**src/rtl/shared_enc_io_ctrl.sv**
```systemverilog
// ---------------------------------------------------------------------------
// shared_enc_io_ctrl
//
// Handshake front-end and capture stage for a two-share masked 128-bit
// encryption core. A plaintext share pair is accepted on a valid/ready
// input and held stable on the core's plain inputs. The block then runs
// the core enable and captures the cipher share pair on the core's done
// pulse. The captured pair is presented on a valid/ready output. A
// run-length watchdog raises a sticky error if the core never completes.
//
// Ports:
//   clk, rstn                  clock, asynchronous active-low reset
//   in_valid / in_ready        input handshake
//   in_share0 / in_share1      plaintext share pair
//   core_ena                   encryption core enable
//   core_plain0 / core_plain1  plaintext shares held for the core
//   core_cipher0 / 1           cipher shares from the core
//   core_done                  core completion pulse (cipher valid same cycle)
//   out_valid / out_ready      output handshake
//   out_share0 / out_share1    captured cipher share pair
//   busy                       high whenever the controller is not idle
//   err                        sticky watchdog error, cleared on next accept
//   rnd                        (SHARE_REFRESH_EN only) fresh re-mask value
//
// Optional feature macro: SHARE_REFRESH_EN
//   When defined, both cipher shares are XORed with rnd at capture. This
//   re-masks the result and leaves the unmasked value unchanged.
//
// Every output comes from a flop or is decoded from the state register, so
// no combinational path runs from any input to any output.
// ---------------------------------------------------------------------------
module shared_enc_io_ctrl #(
  parameter int DATA_W         = 128,
  parameter int MAX_RUN_CYCLES = 40,
  parameter int WD_W           = 6
) (
  input  logic              clk,
  input  logic              rstn,
  input  logic              in_valid,
  output logic              in_ready,
  input  logic [DATA_W-1:0] in_share0,
  input  logic [DATA_W-1:0] in_share1,
  output logic              core_ena,
  output logic [DATA_W-1:0] core_plain0,
  output logic [DATA_W-1:0] core_plain1,
  input  logic [DATA_W-1:0] core_cipher0,
  input  logic [DATA_W-1:0] core_cipher1,
  input  logic              core_done,
`ifdef SHARE_REFRESH_EN
  input  logic [DATA_W-1:0] rnd,
`endif
  output logic              out_valid,
  input  logic              out_ready,
  output logic [DATA_W-1:0] out_share0,
  output logic [DATA_W-1:0] out_share1,
  output logic              busy,
  output logic              err
);

  typedef enum logic [1:0] {
    ST_IDLE  = 2'd0,
    ST_PRIME = 2'd1,
    ST_RUN   = 2'd2,
    ST_OUT   = 2'd3
  } state_t;

  // Last watchdog count before the run is abandoned. The counter starts at
  // zero on the first RUN cycle, so this gives MAX_RUN_CYCLES enabled cycles.
  localparam logic [WD_W-1:0] WD_LAST = WD_W'(MAX_RUN_CYCLES - 1);

  state_t            state_q, state_d;
  logic [DATA_W-1:0] plain0_q, plain0_d;
  logic [DATA_W-1:0] plain1_q, plain1_d;
  logic [DATA_W-1:0] out0_q, out0_d;
  logic [DATA_W-1:0] out1_q, out1_d;
  logic [WD_W-1:0]   wd_q, wd_d;
  logic              err_q, err_d;
  logic [DATA_W-1:0] cap0, cap1;

  // The value captured from the core. With refresh enabled, the same random
  // mask goes onto both shares, so their XOR (the real cipher) is unchanged.
  // The two share paths are never combined with each other.
`ifdef SHARE_REFRESH_EN
  assign cap0 = core_cipher0 ^ rnd;
  assign cap1 = core_cipher1 ^ rnd;
`else
  assign cap0 = core_cipher0;
  assign cap1 = core_cipher1;
`endif

  // Next-state and datapath update. Inputs are sampled only in IDLE, so the
  // plain registers hold steady from PRIME until the next acceptance. A done
  // pulse is acted on only in RUN. If done arrives on the same cycle the
  // watchdog would fire, done takes priority.
  always_comb begin
    state_d  = state_q;
    plain0_d = plain0_q;
    plain1_d = plain1_q;
    out0_d   = out0_q;
    out1_d   = out1_q;
    wd_d     = wd_q;
    err_d    = err_q;
    case (state_q)
      ST_IDLE: begin
        if (in_valid) begin
          plain0_d = in_share0;
          plain1_d = in_share1;
          err_d    = 1'b0;
          wd_d     = '0;
          state_d  = ST_PRIME;
        end
      end
      ST_PRIME: begin
        state_d = ST_RUN;
      end
      ST_RUN: begin
        if (core_done) begin
          out0_d  = cap0;
          out1_d  = cap1;
          state_d = ST_OUT;
        end else if (wd_q == WD_LAST) begin
          err_d   = 1'b1;
          state_d = ST_IDLE;
        end else begin
          wd_d = wd_q + 1'b1;
        end
      end
      ST_OUT: begin
        if (out_ready) begin
          state_d = ST_IDLE;
        end
      end
      default: begin
        state_d = ST_IDLE;
      end
    endcase
  end

  // State and datapath registers. Reset is asynchronous, so core_ena and the
  // other decoded outputs drop as soon as rstn falls.
  always_ff @(posedge clk or negedge rstn) begin
    if (!rstn) begin
      state_q  <= ST_IDLE;
      plain0_q <= '0;
      plain1_q <= '0;
      out0_q   <= '0;
      out1_q   <= '0;
      wd_q     <= '0;
      err_q    <= 1'b0;
    end else begin
      state_q  <= state_d;
      plain0_q <= plain0_d;
      plain1_q <= plain1_d;
      out0_q   <= out0_d;
      out1_q   <= out1_d;
      wd_q     <= wd_d;
      err_q    <= err_d;
    end
  end

  assign in_ready    = (state_q == ST_IDLE);
  assign core_ena    = (state_q == ST_RUN);
  assign out_valid   = (state_q == ST_OUT);
  assign busy        = (state_q != ST_IDLE);
  assign err         = err_q;
  assign core_plain0 = plain0_q;
  assign core_plain1 = plain1_q;
  assign out_share0  = out0_q;
  assign out_share1  = out1_q;

endmodule
```
**config.mk**
```make
export PLATFORM = sky130hd
export DESIGN_NAME = shared_enc_io_ctrl
export DESIGN_NICKNAME = d
export VERILOG_FILES = /design/src/rtl/shared_enc_io_ctrl.sv
export SDC_FILE = /design/constraint.sdc
export NUM_CORES = 1
export LEC_CHECK = 0
export ABC_AREA = 1
export CORE_AREA = 3 3 397 399
export CTS_CLUSTER_SIZE = 40
export DETAILED_ROUTE_END_ITERATION = 16
export DIE_AREA = 0 0 400 402
export SYNTH_ARGS = -nofsm -noshare
export SYNTH_HDL_FRONTEND = slang
export SYNTH_SLANG_ARGS = --single-unit
```
**constraint.sdc**
```tcl
create_clock -name clk -period 1.7 [get_ports clk]
set_input_delay 0.255 -clock clk [delete_from_list [all_inputs] [get_ports clk]]
set_output_delay 0.255 -clock clk [all_outputs]
set_load 0.05 [all_outputs]
```
==> results of run 1 <==
[final cells by class]
class | instances | area [µm²] | area share
sequential | 521 | 13000 | 0.374
timing repair buffer | 1153 | 10800 | 0.310
tap | 2044 | 2560 | 0.0733
clock buffer | 93 | 1940 | 0.0555
multi-input combinational | 1588 | 6060 | 0.174
clock inverter | 26 | 329 | 0.00944
antenna | 27 | 67.6 | 0.00194
inverter | 13 | 68.8 | 0.00197
[worst reg2reg max path, delay by kind of cell (launching register included)]
kind | cells | cell delay [ps]
flip-flops | 1 | 420
AND/OR/NAND/NOR | 4 | 440
buffers and inverters | 3 | 660
[cells in the final DEF (no fill, tap or decap), drive strengths merged]
master,instances
buf,636
or2,1
o21ai,4
dfrtp,521
ha,1
nor3,1
clkinvlp,4
dlygate4sd3,1
clkdlybuf4s50,515
nor2,6
bufinv,4
nand2,1559
clkinv,16
nand3,11
inv,15
a21oi,2
nand4,3
diode,27
clkbuf,94
[per-layer routing]
metal | up-vias | routed length (µm)
li1 | 8963 | -
met1 | 9696 | 51300
met2 | 874 | 65900
met3 | 217 | 16400
met4 | 44 | 2950
met5 | - | 284
[logic make-up (layout without fill, tap and decap cells)]
kind of cell    count (synthesis)  after routing  share of synthesized area
fa+ha+maj                       1              1                   0.000635
simple gates                 1581           1581                      0.303
compound gates                  6              6                    0.00152
flops                         521            521                      0.662
buf+inv                       126           1285                     0.0326
other cells                     0             27                          0
[stage by stage]
stage	hold WS [ps]	setup slack [ps]	power [mW]	cell area, µm²	cells
6_report	102	-40.7	84.5	34900	5465
5_1_grt	65.5	-139	88.7	34800	5446
4_1_cts	34.0	-131	85.8	34700	5435
3_5_place_dp	178	-166	70.1	32400	5312
3_3_place_gp	180	-154	70.0	32400	5312
2_1_floorplan	-40.6	120	48.9	19700	2235
[power groups by stage]
stage	logic [mW]	clock network, mW	registers, mW
6_report	47.5	14.8	22.2
5_1_grt	50.0	15.8	22.8
4_1_cts	48.3	15.4	22.2
3_5_place_dp	48.1	0	22.0
3_3_place_gp	47.9	0	22.1
2_1_floorplan	7.91	0	41.0
[timing repair]
item | in CTS | in global routing
resized for setup | 8 | 7
gates cloned | 0 | 1
endpoints found under the setup margin | 6 | 150
hold buffers | 1 | 0
buffers inserted | 4 | 2
pin swaps | 2 | 1
endpoints found under the hold margin | 316 | 0
[sequential cells by signal, summed over array words and instances (netlist names)]
signal	cells
core_plain0	128
core_plain1	128
out_share0	128
out_share1	128
wd_q	6
state_q	2
err	1
[final timing paths]
path                             startpoint                to  slack, ps  depth (start not counted)
max                              state_q[1]          core_ena        -40                          4
min in group clk           core_cipher1[41]    out_share1[41]        140                          3
max in group asynchronous              rstn   core_plain0[49]        660                          3
min reg2reg                  out_share1[81]    out_share1[81]        480                          2
max reg2reg                      state_q[1]  core_plain0[105]         50                          7
min                                    rstn   core_plain1[20]        100                          2
==> results.json, run 1 <==
{
  "grt_usage": 0.164,
  "yosysTopAreaCellShare": 0.662,
  "relSlewSlack": 0.609,
  "finalWorstSetupSlack_ps": -40.7,
  "synth_area_leaders": "dfrtp_1 (66%), nand2_1 (30%), buf_2 (2.3%)",
  "seq_area_frac_synth": 0.662,
  "setup_viol_count_final": 3,
  "yosysUniqueCellTypes": 18,
  "clkLatencyLatePin_ps": 650,
  "async_flop_share": 1.00,
  "cap_violations": 0,
  "wire_per_inst_um": 25.0,
  "nNetsFinal": 3862,
  "dieArea_mm2": 0.161,
  "ys_seq_elements": 521,
  "use_met2": 0.275,
  "p_per_area_mw_per_mm2": 2420,
  "yosysTopAreaCell": "dfrtp_1",
  "violations": "setup timing",
  "fin_util": 0.226,
  "run_status": "complete, but fails checks",
  "pwr-share-seq": 0.263,
  "critical-path-top-delay-family": "flip-flops",
  "finalHoldViolCount": 0,
  "fin_crit_sh": 1.02,
  "yosys-top-cells-count": "nand2_1 (1556), dfrtp_1 (521), buf_2 (91), buf_4 (15), nand3_1 (11)",
  "switching_share": 0.523,
  "crit_slowest_cell": "dfrtp_1",
  "grt_pass1_vias": 19900,
  "clock_sinks": 521,
  "fp.dieH_um": 402,
  "wl_um": 137000,
  "syn_area_mm2": 0.0197,
  "cts_root_buf": "clkbuf_16",
  "fmax_mhz": 574,
  "path_class": "register to output pin",
  "power_frac_clock": 0.175,
  "route.detailed.drc": 0,
  "crit_chain": "inv_2 -> nor2_4 -> buf_6 -> buf_12",
  "grt_use_met3": 0.0852,
  "rsz0062_at_grt": "true",
  "syn_inst": 2235,
  "use_met1": 0.184,
  "io_pins": 1034,
  "skew_ps": 31.0,
  "die_width_um": 400,
  "fillCellCount": 16900,
  "initial_utilization": 0.128,
  "finalMaxSlewViolations": 0,
  "grt_pass1_wl_um": 179000,
  "switching_power_mw": 44.2,
  "syn_area_per_cell_um2": 8.82,
  "route.detailed.vias_per_inst": 3.62,
  "gp_congestion": 0.912,
  "period_needed_ps": 1740,
  "tightest_slew_ps": 587,
  "htree_levels": 3,
  "leakage_nw": 17.6,
  "synth_flop_cell": "dfrtp_1",
  "place.detailed.hpwl_um": 114000,
  "io_buffers": 1033,
  "clockBufferDepth": 3,
  "drtAntennaViolNets": 0,
  "crit_required_ps": 1440,
  "critical_path.max_fanout": 3,
  "vdd_ir_drop_max_mv": 1.17,
  "synth_edf_count": 0,
  "grt_antenna_before_repair": 96,
  "rows": 144,
  "crit_buf_inv": 3,
  "cts_tree": "yes",
  "drt_iter0_drc": 1335,
  "hp-class": "input port to asynchronous set/reset pin",
  "cp-end-kind": "output pin",
  "top_usage_layer": "met2",
  "syn_to_final_growth_pct": 77.0,
  "overflow": 0,
  "grt_max_degree": 131,
  "intPower_mw": 40.3,
  "cp-start-kind": "register",
  "via_count": 19800,
  "setup-tns-final_ps": -85.5,
  "drive_gt1_frac": 0.224,
  "comb_power_share": 0.562,
  "firstDrtPassIters": 6,
  "coreArea_mm2": 0.154,
  "yosys_warnings": 0,
  "syn_nets": 2753,
  "synth.most_common_cell": "nand2_1",
  "slowest_delay_ps": 420,
  "clk_pin_slew_ps": 60,
  "numCtsBuffers": 67,
  "cp.arrival_ps": 1490
}
Note: power is estimated with default switching activity, not from simulation.
==> inputs of run 2 (changes only) <==
--- a/config.mk
+++ b/config.mk
@@ -10,6 +10,7 @@
 export CTS_CLUSTER_SIZE = 40
 export DETAILED_ROUTE_END_ITERATION = 16
 export DIE_AREA = 0 0 400 402
+export SKIP_LAST_GASP = 1
 export SYNTH_ARGS = -nofsm -noshare
 export SYNTH_HDL_FRONTEND = slang
 export SYNTH_SLANG_ARGS = --single-unit
==> results.json, run 2 (same netlist as run 1, synthesis figures left out) <==
{
  "run_status": "complete, but fails checks",
  "violations": "setup timing",
  "layout_common_cells": "nand2_1 (1556), buf_4 (565), dfrtp_1 (517)",
  "rows": 144,
  "place.detailed.hpwl_um": 114000,
  "setup_viol_count_final": 3,
  "p_per_area_mw_per_mm2": 2420,
  "die_width_um": 400,
  "cts_root_buf": "clkbuf_16",
  "cp.arrival_ps": 1490,
  "grt_antenna_before_repair": 96,
  "critical-path-top-delay-family": "flip-flops",
  "nNetsFinal": 3862,
  "finalWorstSetupSlack_ps": -43.0,
  "route.detailed.drc": 0,
  "placed_cells": 5312,
  "final_common_cell": "nand2_1",
  "syn_to_final_growth_pct": 77.0,
  "wire_per_inst_um": 25.0,
  "crit_buf_inv": 3,
  "relSlewSlack": 0.609,
  "wl_um": 137000,
  "setup-tns-final_ps": -91.3,
  "clock_sinks": 521,
  "hp-class": "input port to asynchronous set/reset pin",
  "grt_usage": 0.164,
  "tightest_slew_ps": 586,
  "crit_required_ps": 1440,
  "cp-start-kind": "register",
  "slowest_delay_ps": 420,
  "firstDrtPassIters": 9,
  "numCtsBuffers": 67,
  "wl_met1_um": 51600,
  "fin_util": 0.226,
  "critical_path.max_fanout": 3,
  "fin_crit_sh": 1.03,
  "fp.dieH_um": 402,
  "cts_tree": "yes",
  "drt_iter0_drc": 1350,
  "grt_max_degree": 131,
  "finalMaxSlewViolations": 0,
  "instances_no_fill": 5471,
  "io_pins": 1034,
  "clockBufferDepth": 3,
  "rsz0062_at_grt": "true",
  "crit_chain": "inv_2 -> nor2_4 -> buf_6 -> buf_12",
  "via_count": 19800,
  "skew_ps": 31.4,
  "finalHoldViolCount": 0,
  "wl_met2_um": 65600,
  "crit_slowest_cell": "dfrtp_1",
  "coreArea_mm2": 0.154,
  "clkLatencyLatePin_ps": 650,
  "drive_gt1_frac": 0.224,
  "dpl_cell_area_mm2": 0.0324,
  "leakage_nw": 17.6,
  "period_needed_ps": 1740,
  "top_layer_used": "met5",
  "cp-end-kind": "output pin",
  "dieArea_mm2": 0.161,
  "clk_pin_slew_ps": 60,
  "grt_pass1_wl_um": 179000,
  "grt_pass1_vias": 19900,
  "initial_utilization": 0.128,
  "gp_congestion": 0.912,
  "path_class": "register to output pin",
  "cap_violations": 0,
  "vdd_ir_drop_max_mv": 1.17,
  "htree_levels": 3,
  "drtAntennaViolNets": 0,
  "route.met3.wl_um": 16100,
  "io_buffers": 1033,
  "route.detailed.vias_per_inst": 3.62,
  "fmax_mhz": 574,
  "final_area_mm2": 0.0349,
  "overflow": 0
}
-- run 2: routing by layer --
| layer | track usage | up-vias |
|---|---|---|
| li1 | - | 8970 |
| met1 | 0.184 | 9692 |
| met2 | 0.275 | 869 |
| met3 | 0.0852 | 207 |
| met4 | 0.0334 | 44 |
| met5 | 0 | - |
-- run 2: power breakdown --
group	total (mW)	switching, mW	internal [mW]
registers	22.2	4.00	18.2
logic	47.5	34.0	13.5
clock network	14.8	6.16	8.66
total	84.5	44.1	40.3
-- run 2: area by class of cell --
class                      count  area (µm²)
inverter                      13        68.8
clock buffer                  93        1940
multi-input combinational   1588        6050
antenna                       33        82.6
timing repair buffer        1153       10800
sequential                   521       13000
tap                         2044        2560
fill                       17000      119000
clock inverter                26         329
-- run 2: what timing repair did --
action	4_1_cts	5_1_grt
pin swaps	2	1
buffers inserted	4	2
resized for setup	7	6
gates cloned	0	1
endpoints found under the setup margin	6	161
hold endpoints to repair	316	0
hold buffers	1	0
-- run 2: path summary, 6_finish.rpt --
kind | start | end | slack, ps | cells after the start
setup / recovery | state_q[1] | core_ena | -40 | 4
hold / removal | rstn | core_plain1[20] | 100 | 2
setup reg to reg | state_q[1] | core_plain0[105] | 40 | 7
hold reg to reg | out_share1[81] | out_share1[81] | 480 | 2
max in group asynchronous | rstn | core_plain0[49] | 660 | 3
min in group clk | core_cipher1[41] | out_share1[41] | 140 | 3
-- run 2: stage by stage --
stage / setup WS (ps) / power [mW] / hold slack (ps)
finish: -43.0 / 84.5 / 103
global route: -139 / 88.7 / 65.5
CTS: -131 / 85.8 / 34.0
detailed placement: -166 / 70.1 / 178
global placement: -154 / 70.0 / 180
floorplan: 120 / 48.9 / -40.6
